===== src/rtl/sub52_iter.sv =====
// sub52_iter: iterative unsigned subtractor D = X - Y with borrow-out, CHUNK bits per cycle
module sub52_iter #(
   parameter int WIDTH = 52,
   parameter int CHUNK = 13
) (
   input  logic             clk,
   input  logic             reset_n,
   input  logic             in_valid,
   output logic             in_ready,
   input  logic [WIDTH-1:0] X,
   input  logic [WIDTH-1:0] Y,
   input  logic             flush,
   output logic             out_valid,
   input  logic             out_ready,
   output logic [WIDTH-1:0] D,
   output logic             BO,
   output logic             busy
);
   localparam int NCHUNK = WIDTH / CHUNK;
   localparam int IW = (NCHUNK > 1) ? $clog2(NCHUNK) : 1;
   localparam int BW = (WIDTH > 1) ? $clog2(WIDTH) : 1;
   localparam logic [IW-1:0] LAST = IW'(NCHUNK - 1);
   localparam logic [1:0] S_IDLE = 2'd0;
   localparam logic [1:0] S_BUSY = 2'd1;
   localparam logic [1:0] S_DONE = 2'd2;
   logic [1:0]       state_q, state_d;
   logic [IW-1:0]    idx_q, idx_d;
   logic             borrow_q, borrow_d;
   logic [WIDTH-1:0] x_q, x_d;
   logic [WIDTH-1:0] y_q, y_d;
   logic [WIDTH-1:0] d_q, d_d;
   logic             bo_q, bo_d;
   logic [BW-1:0]    base;
   logic [CHUNK-1:0] x_chunk, y_chunk;
   logic [CHUNK:0]   diff;
   // Current chunk slice and its difference; bit CHUNK of diff is the chunk borrow.
   assign base    = BW'(idx_q * CHUNK);
   assign x_chunk = x_q[base +: CHUNK];
   assign y_chunk = y_q[base +: CHUNK];
   assign diff    = {1'b0, x_chunk} - {1'b0, y_chunk} - (CHUNK+1)'(borrow_q);
   assign in_ready  = (state_q == S_IDLE);
   assign out_valid = (state_q == S_DONE);
   assign busy      = (state_q != S_IDLE);
   assign D         = d_q;
   assign BO        = bo_q;
   // Next-state: capture in IDLE, one chunk per BUSY cycle, hold result in DONE; flush aborts.
   always_comb begin
      state_d  = state_q;
      idx_d    = idx_q;
      borrow_d = borrow_q;
      x_d      = x_q;
      y_d      = y_q;
      d_d      = d_q;
      bo_d     = bo_q;
      if (state_q == S_IDLE) begin
         if (in_valid && !flush) begin
            x_d      = X;
            y_d      = Y;
            idx_d    = '0;
            borrow_d = 1'b0;
            d_d      = '0;
            state_d  = S_BUSY;
         end
      end else if (state_q == S_BUSY) begin
         if (flush) begin
            state_d = S_IDLE;
         end else begin
            d_d[base +: CHUNK] = diff[CHUNK-1:0];
            borrow_d           = diff[CHUNK];
            idx_d              = idx_q + 1'b1;
            if (idx_q == LAST) begin
               bo_d    = diff[CHUNK];
               state_d = S_DONE;
            end
         end
      end else begin
         state_d = (flush || out_ready) ? S_IDLE : S_DONE;
      end
   end
   // State and datapath registers, cleared asynchronously.
   always_ff @(posedge clk or negedge reset_n) begin
      if (!reset_n) begin
         state_q  <= S_IDLE;
         idx_q    <= '0;
         borrow_q <= 1'b0;
         x_q      <= '0;
         y_q      <= '0;
         d_q      <= '0;
         bo_q     <= 1'b0;
      end else begin
         state_q  <= state_d;
         idx_q    <= idx_d;
         borrow_q <= borrow_d;
         x_q      <= x_d;
         y_q      <= y_d;
         d_q      <= d_d;
         bo_q     <= bo_d;
      end
   end
endmodule


===== config.mk =====
export PLATFORM = sky130hd
export DESIGN_NAME = sub52_iter
export DESIGN_NICKNAME = d
export VERILOG_FILES = /design/src/rtl/sub52_iter.sv
export SDC_FILE = /design/constraint.sdc
export NUM_CORES = 1
export LEC_CHECK = 0
export BUFFER_PORTS_ARGS = -buffer_cell sky130_fd_sc_hd__buf_2
export CORE_AREA = 10 10 135 261
export CTS_BUF_LIST = sky130_fd_sc_hd__clkbuf_4 sky130_fd_sc_hd__clkbuf_8 sky130_fd_sc_hd__clkbuf_16
export DETAILED_ROUTE_END_ITERATION = 12
export DIE_AREA = 0 0 145 271
export PLACE_DENSITY = 0.47
export SYNTH_ARGS = -nofsm -noshare
export SYNTH_HDL_FRONTEND = slang
export SYNTH_SLANG_ARGS = --single-unit
export TNS_END_PERCENT = 5

===== constraint.sdc =====
create_clock -name clk -period 3.7 [get_ports clk]
set_input_delay 0.185 -clock clk [delete_from_list [all_inputs] [get_ports clk]]
set_output_delay 0.185 -clock clk [all_outputs]
set_load 0.01 [all_outputs]

==> reports/qor.yml, run 1 <==
final-max-slew-violation-count: 0
cp_data_required_time_ps: 4070
core_sq_um: 30900
tritoncts: "built"
hp-start: "Y[46]"
wire_length_of_the_first_global_routing_pass_um: 37300
mappedNetlistNets: 709
drt_iter0_drc: 177
synth.top_cell.area_share: 0.530
drive_gt1_frac: 0.416
totalWireLength_um: 23600
netlist_top_cells_area: "dfrtp_1, mux2_2, mux4_2"
synth_top_cells_by_count: "dfrtp_1, mux2_2, a22o_1, inv_1"
cts_sinks: 162
critPathKind: "register to register"
post_cts.repair.setup_buffers: 0
outcome: "finished, final reports clean"
port-buffer-count: 164
root_buffer: "clkbuf_16"
stdcell_area_sq_um: 10700
start_kind: "register"
timing_hold_violations_final: 0
synthMostInstantiatedCell: "dfrtp_1"
layout-area-overhead-vs-synth_pct: 39.4
ant_nets: 0
wl_met3_um: 634
netlist.top_cell.by_area: "dfrtp_1"
core.rowCount: 91
numCtsBuffers: 17
num_vias: 5639
cap_viol_max_count: 0
fp.dieH_um: 271
finalSetupViolations: 0
rsz_0062_raised_after_global_routing: "false"
routed.top_layer: "met4"
final.setup.worst_slack_ps: 314
synth-async-reset-ratio: 1.00
timing.fmax_mhz: 295
crit_path_from: "idx_q[0]$_DFFE_PN0P_"
dp_slack_ps: 307
post_drt_wl_per_cell_um: 18.4
synth-main-ff-cell: "dfrtp_1"
synth_cell_type_count: 44
whs_ps: 21.4
slew_headroom: 0.427
syn_area_sq_um: 7650
clock_buffer_depth: 2
end_kind: "register"
dpl_cell_area_sq_um: 9120
initial_utilization: 0.248
finalNetCount: 987
yosys_warnings: 0
detailedRoute.firstPassIterationCount: 4
die_width_um: 145
postSynthRegisterBits: 162
path_clk_slew_ps: 70
clock_insertion_delay_worst_skew_ps: 450
routed_length_on_met1_um: 8680
grt.total_usage: 0.123
detailed_place_hpwl_um: 17800
synth_enable_flop_cells: 0
boundaryPins: 165
cts-htree-levels: 4
setup.reg_to_reg.worst_slack_ps: 310
power.leakage_nw: 4.90
initial_antenna_violation_count: 0
worstMarginPinSlew_ps: 859
number_of_global_route_vias_before_repair: 6495
worstHoldPathType: "input pin to register"
synthesis.instances: 572
critical_path.max_fanout: 32
grt_max_degree: 135
synth_area_per_cell_sq_um: 13.4
rr_startpoint: "idx_q[0]$_DFFE_PN0P_"
design_power_total_mw: 7.35
ir_drop_mv: 0.448
fp.dieArea_sq_um: 39300
globalplace.congestion: 0.797
wl_met2_um: 13600
setup_total_negative_slack_ps: 0
cts_hold_repair.buffers: 98
sequential_to_total_area_share_from_yosys_stat: 0.530
post_cts_resize_count: 0
power_density_nw_per_um2: 690
period_minus_slack_ps: 3390
drc: 0
antennaDiodeCount: 0
gr-total-overflow: 0
finalClockSkew_ps: 13.3
drt-vias-per-instance: 4.40
critical_path_arrival_ps: 3760
min_period_over_period: 0.915
cell type report:
type | count | area, sq um
repair buffers | 287 | 2060
clock inverters | 15 | 120
flip-flops and latches | 162 | 4060
inverters | 41 | 154
fillers | 3042 | 20200
well taps | 418 | 523
clock buffers | 17 | 425
multi-input cells | 341 | 3320
power breakdown:
part | switching, mW | total [mW] | internal [mW] | leakage, nW
sequential | 0.169 | 2.25 | 2.08 | 2.02
combinational | 1.93 | 3.43 | 1.50 | 2.61
clock | 0.796 | 1.67 | 0.876 | 0.273
state kept, by name, summed over array words and instances (netlist names):
signal and flops:
state_q 2, borrow_q 1, idx_q 2, D 52
BO 1, x_q 52, y_q 52
stage by stage:
step	cells	utilization
2_1_floorplan	572	-
3_3_place_gp	1150	0.296
3_5_place_dp	1150	0.296
4_1_cts	1280	0.345
5_1_grt	1281	0.345
6_report	1281	0.345
cells in the final DEF (no fill, tap or decap), types with 3 or more instances in the layout:
master and n:
mux2_2 105, nand2_1 20, and2_0 4, a211oi_1 3
o21bai_1 3, o21a_1 3, buf_12 5, clkinv_2 4
nor2_1 19, nand4_1 4, nor2b_1 6, a21oi_1 8
xnor2_1 4, nor3_1 5, inv_1 41, mux4_2 26
and4_1 3, o21ai_0 21, nand3_1 7, buf_2 163
buf_4 19, inv_6 6, a22o_1 41, dlygate4sd3_1 99
clkbuf_16 17, xor2_1 4, dfrtp_1 161, ha_1 26
nand2b_1 3
logic make-up (layout without fill, tap and decap cells):
| logic type | Yosys count | in the layout | share of synthesized area |
|---|---|---|---|
| buffers and inverters | 69 | 360 | 0.0365 |
| AO/OA/AOI/OAI | 95 | 95 | 0.0921 |
| adder cells (fa/ha/maj) | 28 | 28 | 0.0478 |
| flip-flops | 162 | 162 | 0.530 |
| XOR/XNOR | 8 | 8 | 0.00916 |
| AND/OR/NAND/NOR | 77 | 77 | 0.0506 |
| multiplexers | 133 | 133 | 0.234 |
routing by layer:
metal	vias up	GRT usage
met2	128	0.234
li1	2648	-
met4	0	0.0624
met1	2835	0.124
met3	28	0.0212
met5	-	0
path summary, 6_finish.rpt:
| check | endpoint | cells past startpoint |
|---|---|---|
| worst max register to register | D[23]$_DFFE_PN0P_ | 10 |
| worst min register to register | D[1]$_DFFE_PN0P_ | 2 |
| min in group asynchronous | y_q[24]$_DFFE_PN0P_ | 2 |
| worst max-delay path | D[23]$_DFFE_PN0P_ | 10 |
| max in group asynchronous | D[6]$_DFFE_PN0P_ | 3 |
| worst min-delay path | y_q[46]$_DFFE_PN0P_ | 2 |
critical path, stage by stage (launching register included):
cell and delay, ps:
dfrtp_2 370, buf_12 250, mux4_2 540, ha_1 300
inv_1 40, ha_1 260, a211oi_1 320, o21bai_1 200
or4b_2 630, nand3_1 180, a22o_1 170
Note: power is estimated with default switching activity, not from simulation.
==> run 2, diff against run 1 <==
--- a/config.mk
+++ b/config.mk
@@ -10,7 +10,7 @@
 export CTS_BUF_LIST = sky130_fd_sc_hd__clkbuf_4 sky130_fd_sc_hd__clkbuf_8 sky130_fd_sc_hd__clkbuf_16
 export DETAILED_ROUTE_END_ITERATION = 12
 export DIE_AREA = 0 0 145 271
-export PLACE_DENSITY = 0.47
+export PLACE_DENSITY = 0.52
 export SYNTH_ARGS = -nofsm -noshare
 export SYNTH_HDL_FRONTEND = slang
 export SYNTH_SLANG_ARGS = --single-unit
==> run 2 against run 1 <==
Effect of this change: critical path depth unchanged; highest routed layer unchanged; largest cell class unchanged; core utilization up 0.53 points; flip-flop and latch count unchanged.
==> reports/qor.yml, run 2 (synthesis gave the netlist of run 1 again) <==
critPathKind: "register to register"  # unchanged
place_inst: 1149  # was 1150
timing_hold_violations_final: 0  # unchanged
cp_common_cell: "ha_1"  # unchanged
layout.area.seq_sq_um: 4060  # unchanged
drc: 0  # unchanged
ant_nets: 0  # unchanged
path_clk_slew_ps: 70  # about the same
clock_buffer_depth: 2  # unchanged
cts_sinks: 162  # unchanged
initial_antenna_violation_count: 0  # unchanged
final-max-slew-violation-count: 0  # unchanged
start_kind: "register"  # unchanged
fp.dieH_um: 271  # unchanged
gr-total-overflow: 0  # unchanged
multi_input_area_sq_um: 3320  # unchanged
detailedRoute.firstPassIterationCount: 6  # was 4
worstMarginPinSlew_ps: 953  # was 859 ps
finalSetupViolations: 0  # unchanged
tritoncts: "built"  # unchanged
boundaryPins: 165  # unchanged
cp_slowest_cell: "or4b_2"  # unchanged
drt_iter0_drc: 156  # was 177
number_of_global_route_vias_before_repair: 6448  # was 6495
layout.cells.most_common: "buf_2"  # unchanged
outcome: "finished, final reports clean"  # unchanged
timing.fmax_mhz: 286  # was 295 MHz
cts-htree-levels: 4  # unchanged
critical_path.max_fanout: 17  # was 32
cp_data_required_time_ps: 4080  # was 4070 ps
cp.buffers_inverters: 2  # unchanged
detailed_place_hpwl_um: 18300  # was 17800 um
grt.total_usage: 0.124  # was 0.123
fill_cells: 3027  # was 3042
rsz_0062_raised_after_global_routing: "false"  # unchanged
cap_viol_max_count: 0  # unchanged
critical_path.max_stage_delay_ps: 630  # about the same
drive_gt1_frac: 0.415  # was 0.416
root_buffer: "clkbuf_16"  # unchanged
post_cts_resize_count: 0  # unchanged
finish.utilization: 0.351  # was 0.345
antennaDiodeCount: 0  # unchanged
fp.dieArea_sq_um: 39300  # unchanged
critPathTopFamily: "simple AND/OR/NAND/NOR gates"  # unchanged
post_drt_wl_per_cell_um: 18.8  # was 18.4 um
die_width_um: 145  # unchanged
num_vias: 5722  # was 5639
power_density_nw_per_um2: 706  # was 690 nW/um^2
finalNetCount: 994  # was 987
core.rowCount: 91  # unchanged
globalplace.congestion: 0.795  # was 0.797
totalWireLength_um: 24200  # was 23600 um
drt-vias-per-instance: 4.44  # was 4.40
grt_max_degree: 87  # was 135
most-common-layout-cells: "buf_2, dfrtp_1, mux2_2"  # unchanged
slew_headroom: 0.362  # was 0.427
period_minus_slack_ps: 3490  # was 3390 ps
layoutNonFillerInstCount: 1288  # was 1281
wire_length_of_the_first_global_routing_pass_um: 37300  # about the same
port-buffer-count: 164  # unchanged
clock_insertion_delay_worst_skew_ps: 450  # about the same
core_sq_um: 30900  # unchanged
end_kind: "register"  # unchanged
worstPathCellList: "buf_12 -> mux4_2 -> ha_1 -> inv_1 -> ha_1 -> o21ai_0 -> o21bai_1 -> or4b_2 -> nand3_1 -> a22o_1"  # was buf_12 -> mux4_2 -> ha_1 -> inv_1 -> ha_1 -> a211oi_1 -> o21bai_1 -> or4b_2 -> nand3_1 -> a22o_1
worstHoldPathType: "input pin to register"  # unchanged
min_period_over_period: 0.944  # was 0.915
ir_drop_mv: 0.443  # was 0.448 mV
layout-area-overhead-vs-synth_pct: 41.5  # was 39.4%
power.leakage_nw: 4.98  # was 4.90 nW
numCtsBuffers: 17  # unchanged
finalClockSkew_ps: 13.9  # was 13.3 ps
initial_utilization: 0.248  # unchanged
critical_path_arrival_ps: 3870  # was 3760 ps
setup_total_negative_slack_ps: 0  # unchanged
[run 2: cell count changes in the layout (fill, tap and decap cells not counted), moves of 2 or more]
cell           change
buf_4              +2
bufinv_16          +3
clkbuf_8           +2
clkinv_2           -3
dlygate4sd3_1      +5
inv_6              -3
inv_8              +2
[run 2: final timing paths]
check | cells past startpoint | slack [ps] | start | to
max reg2reg | 10 | 210 | idx_q[0]$_DFFE_PN0P_ | D[23]$_DFFE_PN0P_
min in group asynchronous | 2 | 360 | reset_n | y_q[51]$_DFFE_PN0P_
min reg2reg | 2 | 470 | D[40]$_DFFE_PN0P_ | D[40]$_DFFE_PN0P_
max in group asynchronous | 3 | 2350 | reset_n | x_q[49]$_DFFE_PN0P_
max | 10 | 210 | idx_q[0]$_DFFE_PN0P_ | D[23]$_DFFE_PN0P_
min | 2 | 30 | Y[41] | y_q[41]$_DFFE_PN0P_
[run 2: power by group]
group	internal (mW)	switching, mW	leakage (nW)
Sequential	2.08	0.176	2.02
Clock	1.13	0.817	0.319
Combinational	1.48	1.96	2.64
[run 2: per-layer routing]
| layer | vias up | part of all wire | global-route usage |
|---|---|---|---|
| met3 | 33 | 0.035 | 0.0276 |
| met2 | 167 | 0.58 | 0.238 |
| met4 | 0 | 0.029 | 0.0586 |
| met1 | 2871 | 0.36 | 0.120 |
| met5 | - | 0 | 0 |
| li1 | 2651 | - | - |
[run 2: metrics by stage]
stage          setup WS (ps)  power (mW)  area [sq um]  hold slack, ps
2_1_floorplan            116        4.49          7650            -111
4_1_cts                  106        7.76         10800            1.75
3_3_place_gp             172        5.64          9110             308
6_report                 208        7.64         10800            26.8
5_1_grt                 65.5        8.17         10800            12.8
3_5_place_dp             131        5.69          9110             304
[run 2: what timing repair did]
| item | in CTS | in global routing |
|---|---|---|
| hold buffers | 103 | 1 |
| setup endpoints to repair | 0 | 4 |
| buffers inserted | 0 | 3 |
| endpoints found under the hold margin | 186 | 1 |
[run 2: final cells by class]
| class | count | area share |
|---|---|---|
| well taps | 418 | 0.0483 |
| inverters | 41 | 0.0142 |
| flip-flops and latches | 162 | 0.375 |
| multi-input cells | 341 | 0.307 |
| clock buffers | 19 | 0.0418 |
| repair buffers | 294 | 0.196 |
| clock inverters | 13 | 0.0177 |
==> run 3, diff against run 2 <==
--- a/config.mk
+++ b/config.mk
@@ -10,7 +10,9 @@
 export CTS_BUF_LIST = sky130_fd_sc_hd__clkbuf_4 sky130_fd_sc_hd__clkbuf_8 sky130_fd_sc_hd__clkbuf_16
 export DETAILED_ROUTE_END_ITERATION = 12
 export DIE_AREA = 0 0 145 271
+export HOLD_SLACK_MARGIN = 0.03
 export PLACE_DENSITY = 0.52
+export SLEW_MARGIN = 20
 export SYNTH_ARGS = -nofsm -noshare
 export SYNTH_HDL_FRONTEND = slang
 export SYNTH_SLANG_ARGS = --single-unit
==> run 3 against run 2 <==
Effect of this change: combinational power hardly changed; critical path depth stayed put; setup slack worse by 11 ps; first-iteration DRC count is 7.7% higher; critical endpoint unchanged.
==> reports/qor.yml, run 3 (synthesis gave the netlist of run 1 again) <==
outcome: "finished, final reports clean"  # unchanged
grt_max_degree: 87  # unchanged
finalClockSkew_ps: 16.1  # was 13.9 ps
post_drt_wl_per_cell_um: 18.9  # was 18.8 um
most-common-layout-cells: "buf_2, dfrtp_1, dlygate4sd3_1"  # was buf_2, dfrtp_1, mux2_2
path_clk_slew_ps: 70  # about the same
rr_startpoint: "idx_q[0]$_DFFE_PN0P_"  # unchanged
worstHoldEndpoint: "idx_q[0]$_DFFE_PN0P_"  # was y_q[41]$_DFFE_PN0P_
fill_cells: 3021  # was 3027
drt-vias-per-instance: 4.45  # was 4.44
worstHoldPathType: "input pin to register"  # unchanged
slew_headroom: 0.388  # was 0.362
min_period_over_period: 0.947  # was 0.944
initial_antenna_violation_count: 1  # was 0
ir_drop_mv: 0.445  # was 0.443 mV
cp_slowest_cell: "or4b_2"  # unchanged
port-buffer-count: 164  # unchanged
die_width_um: 145  # unchanged
setup_total_negative_slack_ps: 0  # unchanged
core.rowCount: 91  # unchanged
wire_length_of_the_first_global_routing_pass_um: 37700  # was 37300 um
power.leakage_nw: 4.99  # was 4.98 nW
drt_iter0_drc: 168  # was 156
fp.dieArea_sq_um: 39300  # unchanged
setup.reg_to_reg.worst_slack_ps: 200  # was 210 ps
cap_viol_max_count: 0  # unchanged
timing.rr.end: "D[23]$_DFFE_PN0P_"  # unchanged
start_kind: "register"  # unchanged
critPathKind: "register to register"  # unchanged
critical_path.max_fanout: 17  # unchanged
number_of_global_route_vias_before_repair: 6481  # was 6448
root_buffer: "clkbuf_16"  # unchanged
ant_nets: 0  # unchanged
numCtsBuffers: 17  # unchanged
cp_common_cell: "ha_1"  # unchanged
drive_gt1_frac: 0.414  # was 0.415
layout.area.seq_sq_um: 4060  # unchanged
detailedRoute.firstPassIterationCount: 4  # was 6
dp_slack_ps: 131  # unchanged
final.setup.worst_slack_ps: 197  # was 208 ps
timing.fmax_mhz: 285  # was 286 MHz
power_density_nw_per_um2: 704  # was 706 nW/um^2
num_vias: 5743  # was 5722
worstMarginPinSlew_ps: 915  # was 953 ps
detailed_place_hpwl_um: 18300  # unchanged
fp.dieH_um: 271  # unchanged
clock_insertion_delay_worst_skew_ps: 450  # about the same
core_sq_um: 30900  # unchanged
initial_utilization: 0.248  # unchanged
final-max-slew-violation-count: 0  # unchanged
timing_hold_violations_final: 0  # unchanged
hp-start: "in_valid"  # was Y[41]
critical_path.max_stage_delay_ps: 640  # was 630 ps
boundaryPins: 165  # unchanged
cts-htree-levels: 4  # unchanged
rsz_0062_raised_after_global_routing: "false"  # unchanged
globalplace.congestion: 0.795  # unchanged
finalSetupViolations: 0  # unchanged
cp_data_required_time_ps: 4080  # about the same
critPathTopFamily: "simple AND/OR/NAND/NOR gates"  # unchanged
totalWireLength_um: 24400  # was 24200 um
layout.cells.most_common: "buf_2"  # unchanged
holdPathStages: 4  # was 2
cts_sinks: 162  # unchanged
cp.buffers_inverters: 2  # unchanged
gr-total-overflow: 0  # unchanged
drc: 0  # unchanged
layout-area-overhead-vs-synth_pct: 42.0  # was 41.5%
tritoncts: "built"  # unchanged
critical_path_arrival_ps: 3880  # was 3870 ps
worstPathCellList: "buf_12 -> mux4_2 -> ha_1 -> inv_1 -> ha_1 -> o21ai_0 -> o21bai_1 -> or4b_2 -> nand3_1 -> a22o_1"  # unchanged
grt.total_usage: 0.125  # was 0.124
multi_input_area_sq_um: 3320  # unchanged
period_minus_slack_ps: 3500  # was 3490 ps
post_cts_resize_count: 0  # unchanged
end_kind: "register"  # unchanged
worstRegToRegCells: 10  # unchanged
clock_buffer_depth: 2  # unchanged
finalNetCount: 997  # was 994
==> run 3: cell types whose count changed in the layout (fill, tap and decap cells not counted) <==
cell	delta
dlygate4sd3_1	+3
diode_2	+1
==> run 3: per-layer routing <==
layer	GRT usage	up-vias	wire length, um
met2	0.237	164	13900
li1	-	2663	-
met1	0.123	2873	8730
met4	0.0683	0	928
met3	0.0259	43	824
met5	0	-	0
==> run 3: cell type report <==
| cell class | count | share of cell area |
|---|---|---|
| clock buffers | 19 | 0.0417 |
| multi-input cells | 341 | 0.306 |
| inverters | 41 | 0.0142 |
| diodes | 1 | 0.000231 |
| clock inverters | 13 | 0.0176 |
| repair buffers | 297 | 0.199 |
| flip-flops and latches | 162 | 0.374 |
| well taps | 418 | 0.0482 |
==> run 3: how the worst max path moves through the flow <==
stage | start | end | slack (ps) | depth (start not counted)
detailed placement | idx_q[0]$_DFFE_PN0P_ | D[25]$_DFFE_PN0P_ | 130 | 12
global route | idx_q[0]$_DFFE_PN0P_ | D[23]$_DFFE_PN0P_ | 60 | 10
floorplan | idx_q[0]$_DFFE_PN0P_ | D[23]$_DFFE_PN0P_ | 120 | 12
CTS | idx_q[0]$_DFFE_PN0P_ | D[23]$_DFFE_PN0P_ | 110 | 10
finish | idx_q[0]$_DFFE_PN0P_ | D[23]$_DFFE_PN0P_ | 200 | 10
global placement | idx_q[0]$_DFFE_PN0P_ | D[12]$_DFFE_PN0P_ | 170 | 12
==> run 3: worst min-delay path, stage by stage <==
cell and delay, ps:
buf_2 120, o21ai_0 140, nand2_1 90, o21ai_0 70
==> run 3: power breakdown <==
part           switching, mW  internal (mW)
combinational           1.96           1.48
clock                  0.821           1.13
sequential             0.176           2.08
==> run 3: stage by stage <==
| stage | utilization | std cells | hold WS [ps] | area (sq um) | power, mW |
|---|---|---|---|---|---|
| floorplan | - | 572 | -111 | 7650 | 4.49 |
| global placement | 0.295 | 1149 | 308 | 9110 | 5.64 |
| detailed placement | 0.295 | 1149 | 304 | 9110 | 5.69 |
| CTS | 0.351 | 1288 | 195 | 10800 | 7.77 |
| global route | 0.352 | 1292 | 246 | 10900 | 8.17 |
| finish | 0.352 | 1292 | 199 | 10900 | 7.64 |
==> run 3: repair_timing <==
item | 4_1_cts | 5_1_grt
hold endpoints to repair | 190 | 0
endpoints found under the setup margin | 0 | 4
hold buffers | 107 | 0
buffers inserted | 0 | 3
